### src/rtl/multi_digit_view.sv
// rtl/multi_digit_view.sv - multi-digit seven-segment driver for chained 74HC595 shift registers
// Optional DIGIT_VIEW_HEX_EN: decode values 10..15 as hex glyphs instead of blanks.
module multi_digit_view #(
  parameter int DIGITS  = 4,
  parameter int CLK_DIV = 2
) (
  input  logic                  clk,
  input  logic                  rst,
  input  logic                  write_en,
  input  logic [4*DIGITS-1:0]   data,
  input  logic [DIGITS-1:0]     dp,
  output logic                  ready,
  output logic                  done,
  output logic                  o_STCP,
  output logic                  o_SHCP,
  output logic                  o_DS
);

  localparam int NBITS = DIGITS * 8;
  localparam int BIT_W = $clog2(NBITS);
  localparam int DIV_W = $clog2(2 * CLK_DIV);
  localparam logic [BIT_W-1:0] LAST_BIT = BIT_W'(NBITS - 1);
  localparam logic [DIV_W-1:0] HALF_END = DIV_W'(CLK_DIV - 1);
  localparam logic [DIV_W-1:0] BIT_END  = DIV_W'(2 * CLK_DIV - 1);
  localparam logic [DIV_W-1:0] DONE_AT  = DIV_W'(2 * CLK_DIV - 2);

  typedef enum logic [1:0] {IDLE, LOAD, SHIFT, LATCH} state_t;

  state_t              state;
  logic [4*DIGITS-1:0] data_q;
  logic [DIGITS-1:0]   dp_q;
  logic [NBITS-1:0]    shreg;
  logic [NBITS-1:0]    decoded;
  logic [BIT_W-1:0]    bit_cnt;
  logic [DIV_W-1:0]    div_cnt;

  function automatic logic [7:0] seg_decode(input logic [3:0] v, input logic pt);
    logic [7:0] s;
    case (v)
      4'd0:  s = 8'b00010001;
      4'd1:  s = 8'b11010111;
      4'd2:  s = 8'b00110010;
      4'd3:  s = 8'b10010010;
      4'd4:  s = 8'b11010100;
      4'd5:  s = 8'b10011000;
      4'd6:  s = 8'b00011000;
      4'd7:  s = 8'b11010011;
      4'd8:  s = 8'b00010000;
      4'd9:  s = 8'b10010000;
`ifdef DIGIT_VIEW_HEX_EN
      4'd10: s = 8'b01010000;
      4'd11: s = 8'b00011100;
      4'd12: s = 8'b00111001;
      4'd13: s = 8'b00010110;
      4'd14: s = 8'b00111000;
      default: s = 8'b01111000;
`else
      default: s = 8'b11111111;
`endif
    endcase
    if (pt) s[4] = 1'b0;
    return s;
  endfunction

  // Digit DIGITS-1 lands in the top byte so it leaves the chain first.
  always_comb begin
    decoded = '0;
    for (int k = 0; k < DIGITS; k++) begin
      decoded[8*k +: 8] = seg_decode(data_q[4*k +: 4], dp_q[k]);
    end
  end

  always_ff @(posedge clk or posedge rst) begin
    if (rst) begin
      state   <= IDLE;
      data_q  <= '0;
      dp_q    <= '0;
      shreg   <= '0;
      bit_cnt <= '0;
      div_cnt <= '0;
      ready   <= 1'b1;
      done    <= 1'b0;
      o_STCP  <= 1'b0;
      o_SHCP  <= 1'b0;
      o_DS    <= 1'b0;
    end else begin
      case (state)
        IDLE: begin
          done <= 1'b0;
          if (write_en) begin
            data_q <= data;
            dp_q   <= dp;
            ready  <= 1'b0;
            state  <= LOAD;
          end
        end
        LOAD: begin
          shreg   <= decoded;
          o_DS    <= decoded[NBITS-1];
          o_SHCP  <= 1'b0;
          bit_cnt <= '0;
          div_cnt <= '0;
          state   <= SHIFT;
        end
        SHIFT: begin
          if (div_cnt == HALF_END) o_SHCP <= 1'b1;
          if (div_cnt == BIT_END) begin
            o_SHCP  <= 1'b0;
            div_cnt <= '0;
            if (bit_cnt == LAST_BIT) begin
              o_DS   <= 1'b0;
              o_STCP <= 1'b1;
              state  <= LATCH;
            end else begin
              bit_cnt <= bit_cnt + BIT_W'(1);
              shreg   <= {shreg[NBITS-2:0], 1'b0};
              o_DS    <= shreg[NBITS-2];
            end
          end else begin
            div_cnt <= div_cnt + DIV_W'(1);
          end
        end
        LATCH: begin
          if (div_cnt == HALF_END) o_STCP <= 1'b0;
          // done is registered, so raise it one cycle ahead of the final LATCH cycle
          if (div_cnt == DONE_AT) done <= 1'b1;
          if (div_cnt == BIT_END) begin
            div_cnt <= '0;
            done    <= 1'b0;
            ready   <= 1'b1;
            state   <= IDLE;
          end else begin
            div_cnt <= div_cnt + DIV_W'(1);
          end
        end
        default: state <= IDLE;
      endcase
    end
  end

endmodule

### config.mk
export PLATFORM = sky130hd
export DESIGN_NAME = multi_digit_view
export DESIGN_NICKNAME = d
export VERILOG_FILES = /design/src/rtl/multi_digit_view.sv
export SDC_FILE = /design/constraint.sdc
export NUM_CORES = 1
export LEC_CHECK = 0
export ABC_AREA = 1
export BUFFER_PORTS_ARGS = -buffer_cell sky130_fd_sc_hd__buf_4
export CORE_MARGIN = 4
export CORE_UTILIZATION = 40
export DETAILED_ROUTE_END_ITERATION = 10
export SYNTH_ARGS = -nofsm -noshare
export SYNTH_HDL_FRONTEND = slang
export SYNTH_SLANG_ARGS = --single-unit
### constraint.sdc
create_clock -name clk -period 1.8 [get_ports clk]
set_input_delay 0 -clock clk [delete_from_list [all_inputs] [get_ports clk]]
set_output_delay 0 -clock clk [all_outputs]
set_load 0.05 [all_outputs]
== Yosys cells after proc, flatten, opt, wreduce, memory -nomap -nowiden ==
Memory sizes are Yosys's and may differ from the RTL's.
Index checks and enable logic that the tools add are counted.

* Equality and inequality tests: 15
* Muxes and demuxes: 33
* Reduce and logical (&&, ||, !) cells: 14
* Add/subtract/negate cells: 2

{| class="wikitable"
|+ Operators with widths
! operator !! count
|-
| 31-bit two-way mux || 2
|-
| 31-bit case mux with 2 select lines || 1
|-
| 1-bit two-way mux || 15
|-
| 2-bit inequality test, second input constant || 6
|-
| 2-bit two-way mux || 5
|-
| 5-bit two-way mux || 2
|-
| 1-bit case mux with 2 select lines || 5
|-
| 5-bit case mux with 2 select lines || 1
|-
| 2-bit equality test, second input constant || 4
|-
| 2-bit case mux with 4 select lines || 1
|-
| 2-bit AND reduction || 4
|-
| 4-bit AND reduction || 2
|-
| 2-bit nonzero test || 4
|-
| 3-bit inequality test, second input constant || 2
|-
| 3-bit AND reduction || 2
|-
| 5-bit by 1-bit adder with 5-bit output, second input constant || 1
|-
| 5-bit equality test, second input constant || 1
|-
| 2-bit by 1-bit equality test with 1-bit output, second input constant || 2
|-
| 2-bit case mux with 2 select lines || 1
|-
| 2-bit by 1-bit adder with 2-bit output, second input constant || 1
|-
| 2-bit logical NOT || 1
|-
| 2-bit OR reduction || 1
|}

* Output and inout port bits: 5
* Logic and storage cells: 79
* Bits in read-only memories: 448
* Register bits: 65
* Input port bits: 23
* Memories kept: 4

{| class="wikitable"
|+ Memory list
! memory !! words !! bits a word !! rd ports !! clocked after memory_dff !! wr ports !! RTL line !! text
|-
| (name not given) || 16 || 7 || 1 || 0 || 0 || 39 || <nowiki>case (v)</nowiki>
|-
| (name not given) || 16 || 7 || 1 || 0 || 0 || 39 ||
|-
| (name not given) || 16 || 7 || 1 || 0 || 0 || 39 ||
|-
| (name not given) || 16 || 7 || 1 || 0 || 0 || 39 ||
|}

== Logic depth before layout (Yosys ltp) ==
Gate-level depths: netlist of the first run.

* Word-level depth: 4
* Mapped depth: 12
* Depth with buffers taken out: 11

== Worst setup path before layout of the first run ==
No wires, ideal clock.

* Path kind: flip-flop to flip-flop
* Start point: reg bit_cnt[0]
* End point: reg shreg[12]
* Slack: 0.226 ns
* Cell stages (with the launch flop): 12
* Buffers on the path: 1
* Period minus slack after synthesis: 1.574 ns
* Required time: 1.676 ns
* Library setup time: 0.124 ns
* Arrival time: 1.450 ns
* Cells stage by stage: dfrtp_1 > ha_1 > nand2_1 > nor2_1 > ha_1 > inv_1 > nand3_4 > nand2_4 > inv_4 > buf_4 > nand2_1 > nand2_1

* Cells in the longest elaborated chain, start to end: 3

{| class="wikitable"
|+ RTL lines
! what !! RTL line !! text
|-
| start, declared || 34 || <nowiki>logic [BIT_W-1:0] bit_cnt;</nowiki>
|-
| start signal, assigned || 115 || <nowiki>bit_cnt <= bit_cnt + BIT_W'(1);</nowiki>
|-
| 5-bit equality test || 110 || <nowiki>if (bit_cnt == LAST_BIT) begin</nowiki>
|-
| 2-bit inequality test (no line) || - ||
|-
| 3-bit AND reduction (no line) || - ||
|-
| end signal, assigned || 98 || <nowiki>shreg <= decoded;</nowiki>
|-
| end signal, assigned || 116 || <nowiki>shreg <= {shreg[NBITS-2:0], 1'b0};</nowiki>
|-
| end, declared || 32 || <nowiki>logic [NBITS-1:0] shreg;</nowiki>
|}

No other way between the ends.
A chain may end at the register's enable or synchronous reset.

== Worst setup path in the final report of the first run ==
* Start point: reg bit_cnt[0]
* End point: reg shreg[13]

Same word-level chain as after synthesis.

==> results.yml, run 1 <==
route:
  first_pass_iters: 5
  dr_wl_met3_um: 202
  drc: 0
  first_iter_violations: 123
  wl_um: 7600
  ant_nets: 0
  num_vias: 3115
  m1WireLength_um: 3800
  wl_per_cell_um: 11.1
  via_per_inst: 4.53
  dr.max_layer_used: "met4"
  dr_wl_met2_um: 3540
finish:
  regArea_um2: 1630
  num_antenna_cells: 0
  multiInputGateArea_um2: 1880
  nFillCells: 873
  final_layout_size_suffix_gt1_share_pct: 17.0
  syn_to_final_growth_pct: 21.2
  nets: 605
  fin_cells: 687
sta:
  fin_crit_sh_pct: 92.5
  tns_ns: 0
  timing.final.ws_setup_ns: 0.134
  fmax_ghz: 0.600
  period_minus_slack_ns: 1.67
  maxSlewHeadroom_pct: 66.6
  rsz0062_at_grt: "true"
  worstMarginPinSlew_ns: 0.500
  fin_skew_ns: 0.00730
  final_hold_viol_count: 0
  finalSetupViolCount: 0
  slew_viol_final: 0
clock_network:
  clk_latency_ns: 0.34
  cts_sinks: 65
  cts_max_path_buffers: 2
  h-tree-depth: 3
  postCtsSetupRepairBufs: 0
  cts_root_buf: "clkbuf_8"
  tritoncts: "done"
  cts_buffers: 9
  clk_pin_slew_worst_paths_ns: 0.08
global_route:
  grt_max_degree: 61
  antenna_found_initial: 0
  grt_usage_pct: 14.3
  grt_pass1_vias: 2900
  grt_pass1_wl_um: 13100
  overflow: 0
place:
  dp_hpwl_um: 5330
  place_ws_ns: -0.113
  port-buffer-count: 27
  dpl.cell_count: 650
  gp_congestion: 0.810
yosys:
  synth.distinct_cells: 27
  synthesis.nets: 548
  synth_cells: 496
  syn_area_um2: 3800
  yosysSeqAreaShare_pct: 42.8
  yosys_warnings: 0
  ys_ff_latch: 65
  syn_area_per_cell_um2: 7.66
critical_path:
  cp.arrival_ns: 1.94
  reg2regPathDepth: 11
  startpoint: "bit_cnt[0]"
  critical_path.endpoint: "shreg[13]"
  worstPathMaxFanout: 60
  cp.required_ns: 2.08
  r2r-end: "shreg[13]"
  critPathKind: "flop to flop"
  start_kind: "flop"
  r2r_start: "bit_cnt[0]"
  critPathCaptureType: "flop"
  r2r_slack_ns: 0.13
die:
  core_area_um2: 9240
  placementRows: 35
  initial_core_util_pct: 41.1
  die_h_um: 105
  fp.dieW_um: 105
  num_io_pins: 28
  die-area_um2: 11100
pwr:
  leakage_nw: 2.31
  vdd_drop_max_v: 0.000306
  power-per-cell-area_nw_per_um2: 613
run_status:
  status: "finished clean"
run:
  maxCapViolCount: 0
min_path:
  hold_class: "input pin to flop"
==> area by class of cell <==
cell class                 instances  area share (%)
sequential                        65            35.3
timing repair buffer              62            12.1
inverter                          44            3.99
multi-input combinational        371            40.8
clock inverter                     5            1.20
tap                              129            3.50
clock buffer                      11            3.07
==> state kept, by name, indices dropped and copies added, names as in the netlist <==
name and count:
o_SHCP 1, data_q 16, div_cnt 2, shreg 31
ready 1, o_STCP 1, dp_q 4, bit_cnt 5
done 1, state 2, o_DS 1
==> logic make-up after synthesis <==
group	Yosys count	synth area share, %
AO/OA/AOI/OAI	42	5.86
buffers and inverters	60	7.70
multiplexers	4	1.19
AND/OR/NAND/NOR	296	32.9
flip-flops	65	42.8
adder cells (fa/ha/maj)	29	9.55
==> timing repair <==
item | CTS | global route
resized for setup | 1 | 4
hold endpoints to repair | 38 | 0
setup endpoints to repair | 34 | 35
hold buffers | 21 | 0
==> power breakdown <==
group / switching [mW] / internal [mW] / total (mW)
logic: 0.0425 / 0.0652 / 0.108
registers: 0 / 1.46 / 1.46
clock network: 0.583 / 0.674 / 1.26
==> critical path, stage by stage (launching register included) <==
cell and delay [ns]:
dfrtp_1 0.38, ha_1 0.20, nand2_1 0.08, nor2_1 0.05
ha_1 0.20, inv_1 0.11, nand3_4 0.08, nand2_4 0.14
inv_16 0.10, nor2_2 0.11, nand2_1 0.06, nand2_1 0.05
==> worst min path at each step <==
stage	slack [ns]	cells past startpoint	endpoint	startpoint
2_1_floorplan	0.15	1	dp_q[0]	dp[0]
3_3_place_gp	0.07	2	o_STCP	rst
6_report	0.04	3	ready	write_en
5_1_grt	0.10	3	ready	write_en
3_5_place_dp	0.08	2	o_STCP	rst
4_1_cts	0.03	3	ready	write_en
==> cell usage in the layout (no fill, tap or decap), drive strengths merged, types with 3 or more instances in the layout <==
cell and n:
buf 41, dfrtp 64, ha 29, or2 5, dlygate4sd3 21, clkinv 3
inv 43, o21ai 13, nor2 85, clkbuf 11, nand2 170, a21oi 24
o211ai 4, nand3 32, mux2 4
==> per-layer routing <==
metal,vias to the layer above,GRT usage (%)
li1,1649,-
met1,1421,19.4
met2,39,23.1
met3,6,2.94
met4,0,4.22
met5,-,0
==> synthesized netlist by cell type <==
master | number | area share (%)
nand2_1 | 168 | 17
nor2_1 | 65 | 6.4
dfrtp_1 | 64 | 42
inv_1 | 39 | 3.9
nand3_1 | 31 | 4.1
ha_1 | 29 | 9.5
a21oi_1 | 24 | 3.2
nor2_2 | 20 | 3.3
o21ai_0 | 11 | 1.4
buf_4 | 5 | 0.99
buf_6 | 5 | 1.5
or2_2 | 5 | 0.82
buf_2 | 4 | 0.53
mux2_2 | 4 | 1.2
o211ai_1 | 4 | 0.79
inv_2 | 2 | 0.20
inv_4 | 2 | 0.33
nand2_4 | 2 | 0.59
nand4_1 | 2 | 0.33
nor3_1 | 2 | 0.26
o21ai_1 | 2 | 0.26
clkbuf_1 | 1 | 0.099
clkbuf_2 | 1 | 0.13
clkinv_1 | 1 | 0.099
dfstp_2 | 1 | 0.69
nand3_4 | 1 | 0.46
o21a_1 | 1 | 0.20
==> metrics by stage <==
step / total power, mW / utilization (%) / hold WS [ns] / instance area, um2
6_report: 2.82 / 49.9 / 0.0382 / 4610
3_3_place_gp: 1.56 / 45.3 / 0.0680 / 4180
4_1_cts: 2.87 / 49.7 / 0.0295 / 4590
2_1_floorplan: 1.51 / - / 0.151 / 3800
5_1_grt: 2.94 / 49.9 / 0.103 / 4610
3_5_place_dp: 1.56 / 45.3 / 0.0761 / 4180
(Power assumes the default switching activity.)
==> run 2: changes to the inputs <==
Settings changed: CAP_MARGIN set to 20, CORE_MARGIN 4 to 2.
==> run 2 against run 1 <==
Global-route usage is 1.7 points higher. Register-to-register slack worse by 0.02 ns. First-iteration DRC count is 11% higher. Clock-buffer cell count is 2 higher. Routed wire length is 2.0% lower. Cell count is 0.15% higher. Sequential power hardly changed. Sequential share of layout area is 0.14 points lower. Clock power hardly changed. Clock skew is 0.0031 ns higher. Critical path type unchanged. Highest routed layer unchanged.
==> results.yml, run 2 (synthesis results as in run 1) <==
run_status:
  status: "finished clean"
sta:
  maxSlewHeadroom_pct: 72.5
  hold_slack_ns: 0.0447
  fin_crit_sh_pct: 93.4
  finalSetupViolCount: 0
  fin_skew_ns: 0.0104
  slew_viol_final: 0
  period_minus_slack_ns: 1.68
  fmax_ghz: 0.594
  rsz0062_at_grt: "false"
  tns_ns: 0
  final_hold_viol_count: 0
  timing.final.ws_setup_ns: 0.118
  worstMarginPinSlew_ns: 0.412
route:
  m1WireLength_um: 3820
  drc: 0
  dr_wl_met2_um: 3310
  wl_per_cell_um: 10.8
  ant_nets: 0
  num_vias: 3086
  dr.max_layer_used: "met4"
  dr_wl_met3_um: 200
  first_iter_violations: 136
  via_per_inst: 4.49
  first_pass_iters: 4
  wl_um: 7450
clock_network:
  cts_sinks: 65
  cts_buffers: 9
  postCtsSetupRepairBufs: 0
  clk_pin_slew_worst_paths_ns: 0.08
  tritoncts: "done"
  h-tree-depth: 3
  cts_max_path_buffers: 2
  clk_latency_ns: 0.34
  cts_root_buf: "clkbuf_8"
finish:
  nFillCells: 898
  regArea_um2: 1630
  most-common-layout-cells: "nand2_1, nor2_1, dfrtp_1, buf_4, inv_1"
  multiInputGateArea_um2: 1890
  final_common_cell: "nand2_1"
  final_layout_size_suffix_gt1_share_pct: 17.0
  regMostFlops: "shreg"
  nets: 606
  top_regs: "shreg (31), data_q (16), bit_cnt (5)"
  num_antenna_cells: 0
  syn_to_final_growth_pct: 21.7
  largest_register_ff_count: 31
global_route:
  grt_pass1_wl_um: 13100
  grt_max_degree: 61
  antenna_found_initial: 0
  overflow: 0
  grt_pass1_vias: 2923
  grt_usage_pct: 16.0
pwr:
  power_frac_seq_pct: 51.4
  clockPowerShare_pct: 44.8
  combPwrFrac_pct: 3.8
  swShare_pct: 21.2
  p_int_mw: 2.24
  power-per-cell-area_nw_per_um2: 614
  vdd_drop_max_v: 0.000365
  switching_power_mw: 0.602
  leakage_nw: 2.32
die:
  core_area_um2: 9240
  fp.dieW_um: 101
  num_io_pins: 28
  die_h_um: 101
  initial_core_util_pct: 41.1
  die-area_um2: 10300
  placementRows: 35
critical_path:
  start_kind: "flop"
  worstPathMaxFanout: 2
  critPathCaptureType: "flop"
  critPathKind: "flop to flop"
  cp.arrival_ns: 1.92
  cp.required_ns: 2.04
place:
  place_ws_ns: -0.0972
  dp_hpwl_um: 5160
  port-buffer-count: 27
  gp_congestion: 0.849
min_path:
  hold_class: "input pin to flop"
run:
  maxCapViolCount: 0
run 2: stage by stage:
stage | total power [mW] | instance area, um2 | std cells | util (%)
after floorplan | 1.51 | 3800 | 496 | -
after global placement | 1.56 | 4190 | 651 | 45.4
after detailed placement | 1.56 | 4190 | 651 | 45.4
after CTS | 2.88 | 4600 | 688 | 49.8
after global routing | 2.95 | 4630 | 688 | 50.1
final | 2.84 | 4630 | 688 | 50.1
run 2: per-layer routing:
layer | up-vias | global-route usage, %
li1 | 1659 | -
met1 | 1378 | 21.7
met2 | 37 | 25.7
met3 | 12 | 3.11
met4 | 0 | 5.72
met5 | - | 0
run 2: cell type report:
| class | instances | share of cell area (%) |
|---|---|---|
| Clock inverter | 3 | 0.866 |
| Tap cell | 129 | 3.49 |
| Inverter | 44 | 3.98 |
| Sequential cell | 65 | 35.2 |
| Timing Repair Buffer | 63 | 12.2 |
| Multi-Input combinational cell | 371 | 40.9 |
| Clock buffer | 13 | 3.44 |
run 2: critical path, stage by stage (launching register included):
cell and delay, ns:
dfrtp_1 0.38, ha_1 0.20, nand2_1 0.10, nor2_1 0.05
ha_1 0.19, inv_1 0.11, nand3_4 0.11, buf_4 0.16
nor2_1 0.12, nand2_1 0.06, nand2_1 0.05, nor2_1 0.03
run 2: final timing paths:
kind | start | end | slack (ns) | cells past startpoint
max | bit_cnt[0] | bit_cnt[3] | 0.12 | 11
min | write_en | ready | 0.04 | 3
max reg2reg | bit_cnt[0] | bit_cnt[3] | 0.12 | 11
min reg2reg | shreg[23] | shreg[23] | 0.48 | 2
max in group asynchronous | rst | shreg[25] | 1.05 | 4
min in group asynchronous | rst | o_STCP | 0.20 | 3
run 2: power by group through the flow:
stage / Combinational, mW / Sequential, mW / Clock (mW)
after floorplan: 0.0216 / 1.49 / 0
final: 0.108 / 1.46 / 1.27
after CTS: 0.112 / 1.46 / 1.31
after global placement: 0.0745 / 1.49 / 0
after detailed placement: 0.0753 / 1.49 / 0
after global routing: 0.120 / 1.46 / 1.37
run 2: timing repair:
item	4_1_cts	5_1_grt
gates resized for setup	1	5
endpoints found under the setup margin	34	34
hold buffers	21	0
hold endpoints to repair	36	0
==> run 3: changes to the inputs <==
Settings changed: CORE_MARGIN 2 to 5.
==> run 3 against run 2 <==
Flip-flop and latch count is the same. Fmax grew 1.3%. Global-route usage down 1.8 points. Critical endpoint is now shreg[29]. Register-to-register slack better by 0.02 ns.
==> results.yml, run 3 (synthesis results as in run 1) <==
sta:
  fin_crit_sh_pct: 92.2
  rsz0062_at_grt: "false"
  worstMarginPinSlew_ns: 0.349
  final_hold_viol_count: 0
  fmax_ghz: 0.602
  slew_viol_final: 0
  fin_skew_ns: 0.0110
  finalSetupViolCount: 0
  maxSlewHeadroom_pct: 76.7
  period_minus_slack_ns: 1.66
finish:
  most-common-layout-cells: "nand2_1, nor2_1, dfrtp_1, inv_1, buf_4"
  nFillCells: 872
  final_layout_size_suffix_gt1_share_pct: 17.0
  multiInputGateArea_um2: 1880
  final_util_pct: 49.9
  regArea_um2: 1630
  nets: 605
  largest_register_ff_count: 31
  num_antenna_cells: 0
  regMostFlops: "shreg"
  fin_cells: 687
  final_common_cell: "nand2_1"
  syn_to_final_growth_pct: 21.3
  top_regs: "shreg (31), data_q (16), bit_cnt (5)"
pwr:
  combPwrFrac_pct: 3.7
  p_int_mw: 2.20
  clockPowerShare_pct: 44.6
  vdd_drop_max_v: 0.000371
  swShare_pct: 22.3
  power_frac_seq_pct: 51.7
  power-per-cell-area_nw_per_um2: 613
  leakage_nw: 2.30
  switching_power_mw: 0.629
run_status:
  status: "finished clean"
route:
  wl_um: 7490
  first_pass_iters: 5
  ant_nets: 0
  wl_per_cell_um: 10.9
  num_vias: 3043
  via_per_inst: 4.43
  drc: 0
  first_iter_violations: 124
critical_path:
  cp.arrival_ns: 1.96
  start_kind: "flop"
  critPathCaptureType: "flop"
  worstPathMaxFanout: 2
  cp.required_ns: 2.10
  critPathKind: "flop to flop"
clock_network:
  cts_buffers: 9
  cts_max_path_buffers: 2
  tritoncts: "done"
  clk_latency_ns: 0.35
  h-tree-depth: 3
  postCtsSetupRepairBufs: 0
  cts_sinks: 65
  cts_root_buf: "clkbuf_8"
  clk_pin_slew_worst_paths_ns: 0.08
global_route:
  overflow: 0
  grt_usage_pct: 14.2
  grt_pass1_wl_um: 13200
  grt_max_degree: 66
  grt_pass1_vias: 2898
  antenna_found_initial: 0
die:
  initial_core_util_pct: 41.1
  die-area_um2: 11500
  num_io_pins: 28
  placementRows: 35
  die_h_um: 107
  core_area_um2: 9240
  fp.dieW_um: 107
place:
  dp_hpwl_um: 5040
  port-buffer-count: 27
  gp_congestion: 0.824
  dpl.cell_count: 650
run:
  maxCapViolCount: 0
min_path:
  hold_class: "input pin to flop"
## run 3: worst paths after layout
path                            slack (ns)  startpoint  cells past startpoint    endpoint
worst max-delay path                  0.14  bit_cnt[0]                     10   shreg[29]
min in group asynchronous             0.28         rst                      4  div_cnt[0]
worst min register to register        0.48   shreg[30]                      2   shreg[30]
max in group asynchronous             1.23         rst                      4       ready
worst max register to register        0.14  bit_cnt[0]                     10   shreg[29]
worst min-delay path                  0.06    write_en                      3       ready
## run 3: critical path, cell delays in order (launching register included)
cell     delay, ns
dfrtp_1       0.39
ha_1          0.20
nand2_1       0.09
nor2_1        0.05
ha_1          0.19
inv_1         0.11
nand3_4       0.09
buf_4         0.15
a21oi_1       0.18
o21ai_1       0.10
nand2_1       0.06
## run 3: what timing repair did
action                                  CTS  global route
resized for setup                         1             4
hold endpoints to repair                 84             0
cloned                                    0             0
endpoints found under the setup margin   30            34
hold buffers                             21             0
## run 3: layer usage
metal / track usage [%] / vias up / part of all wire, %
li1: - / 1652 / -
met1: 19.8 / 1353 / 52
met2: 21.5 / 30 / 44
met3: 3.42 / 8 / 2.7
met4: 4.87 / 0 / 1.3
met5: 0 / - / 0
## run 3: stage by stage
step	worst slack (ns)	TNS (ns)	area (um2)	power, mW	hold WS (ns)
finish	0.140	0	4610	2.83	0.0554
detailed placement	-0.0704	-0.605	4180	1.56	0.113
global placement	-0.0132	-0.0132	4180	1.56	0.116
CTS	0.0603	0	4590	2.88	0.0417
floorplan	0.175	0	3800	1.51	0.151
global route	0.00388	0	4610	2.95	0.0944
## run 3: layout make-up
cell class / instances / area share, %
Tap cell: 129 / 3.50
Clock inverter: 5 / 1.19
Clock buffer: 11 / 3.07
Sequential cell: 65 / 35.3
Inverter: 44 / 3.99
Multi-Input combinational cell: 371 / 40.9
Timing Repair Buffer: 62 / 12.1
## run 3: power groups by stage
stage	Clock (mW)	Combinational, mW	Sequential, mW
final	1.26	0.106	1.46
after global routing	1.37	0.121	1.46
after CTS	1.31	0.110	1.46
after detailed placement	0	0.0731	1.49
after global placement	0	0.0728	1.49
after floorplan	0	0.0216	1.49
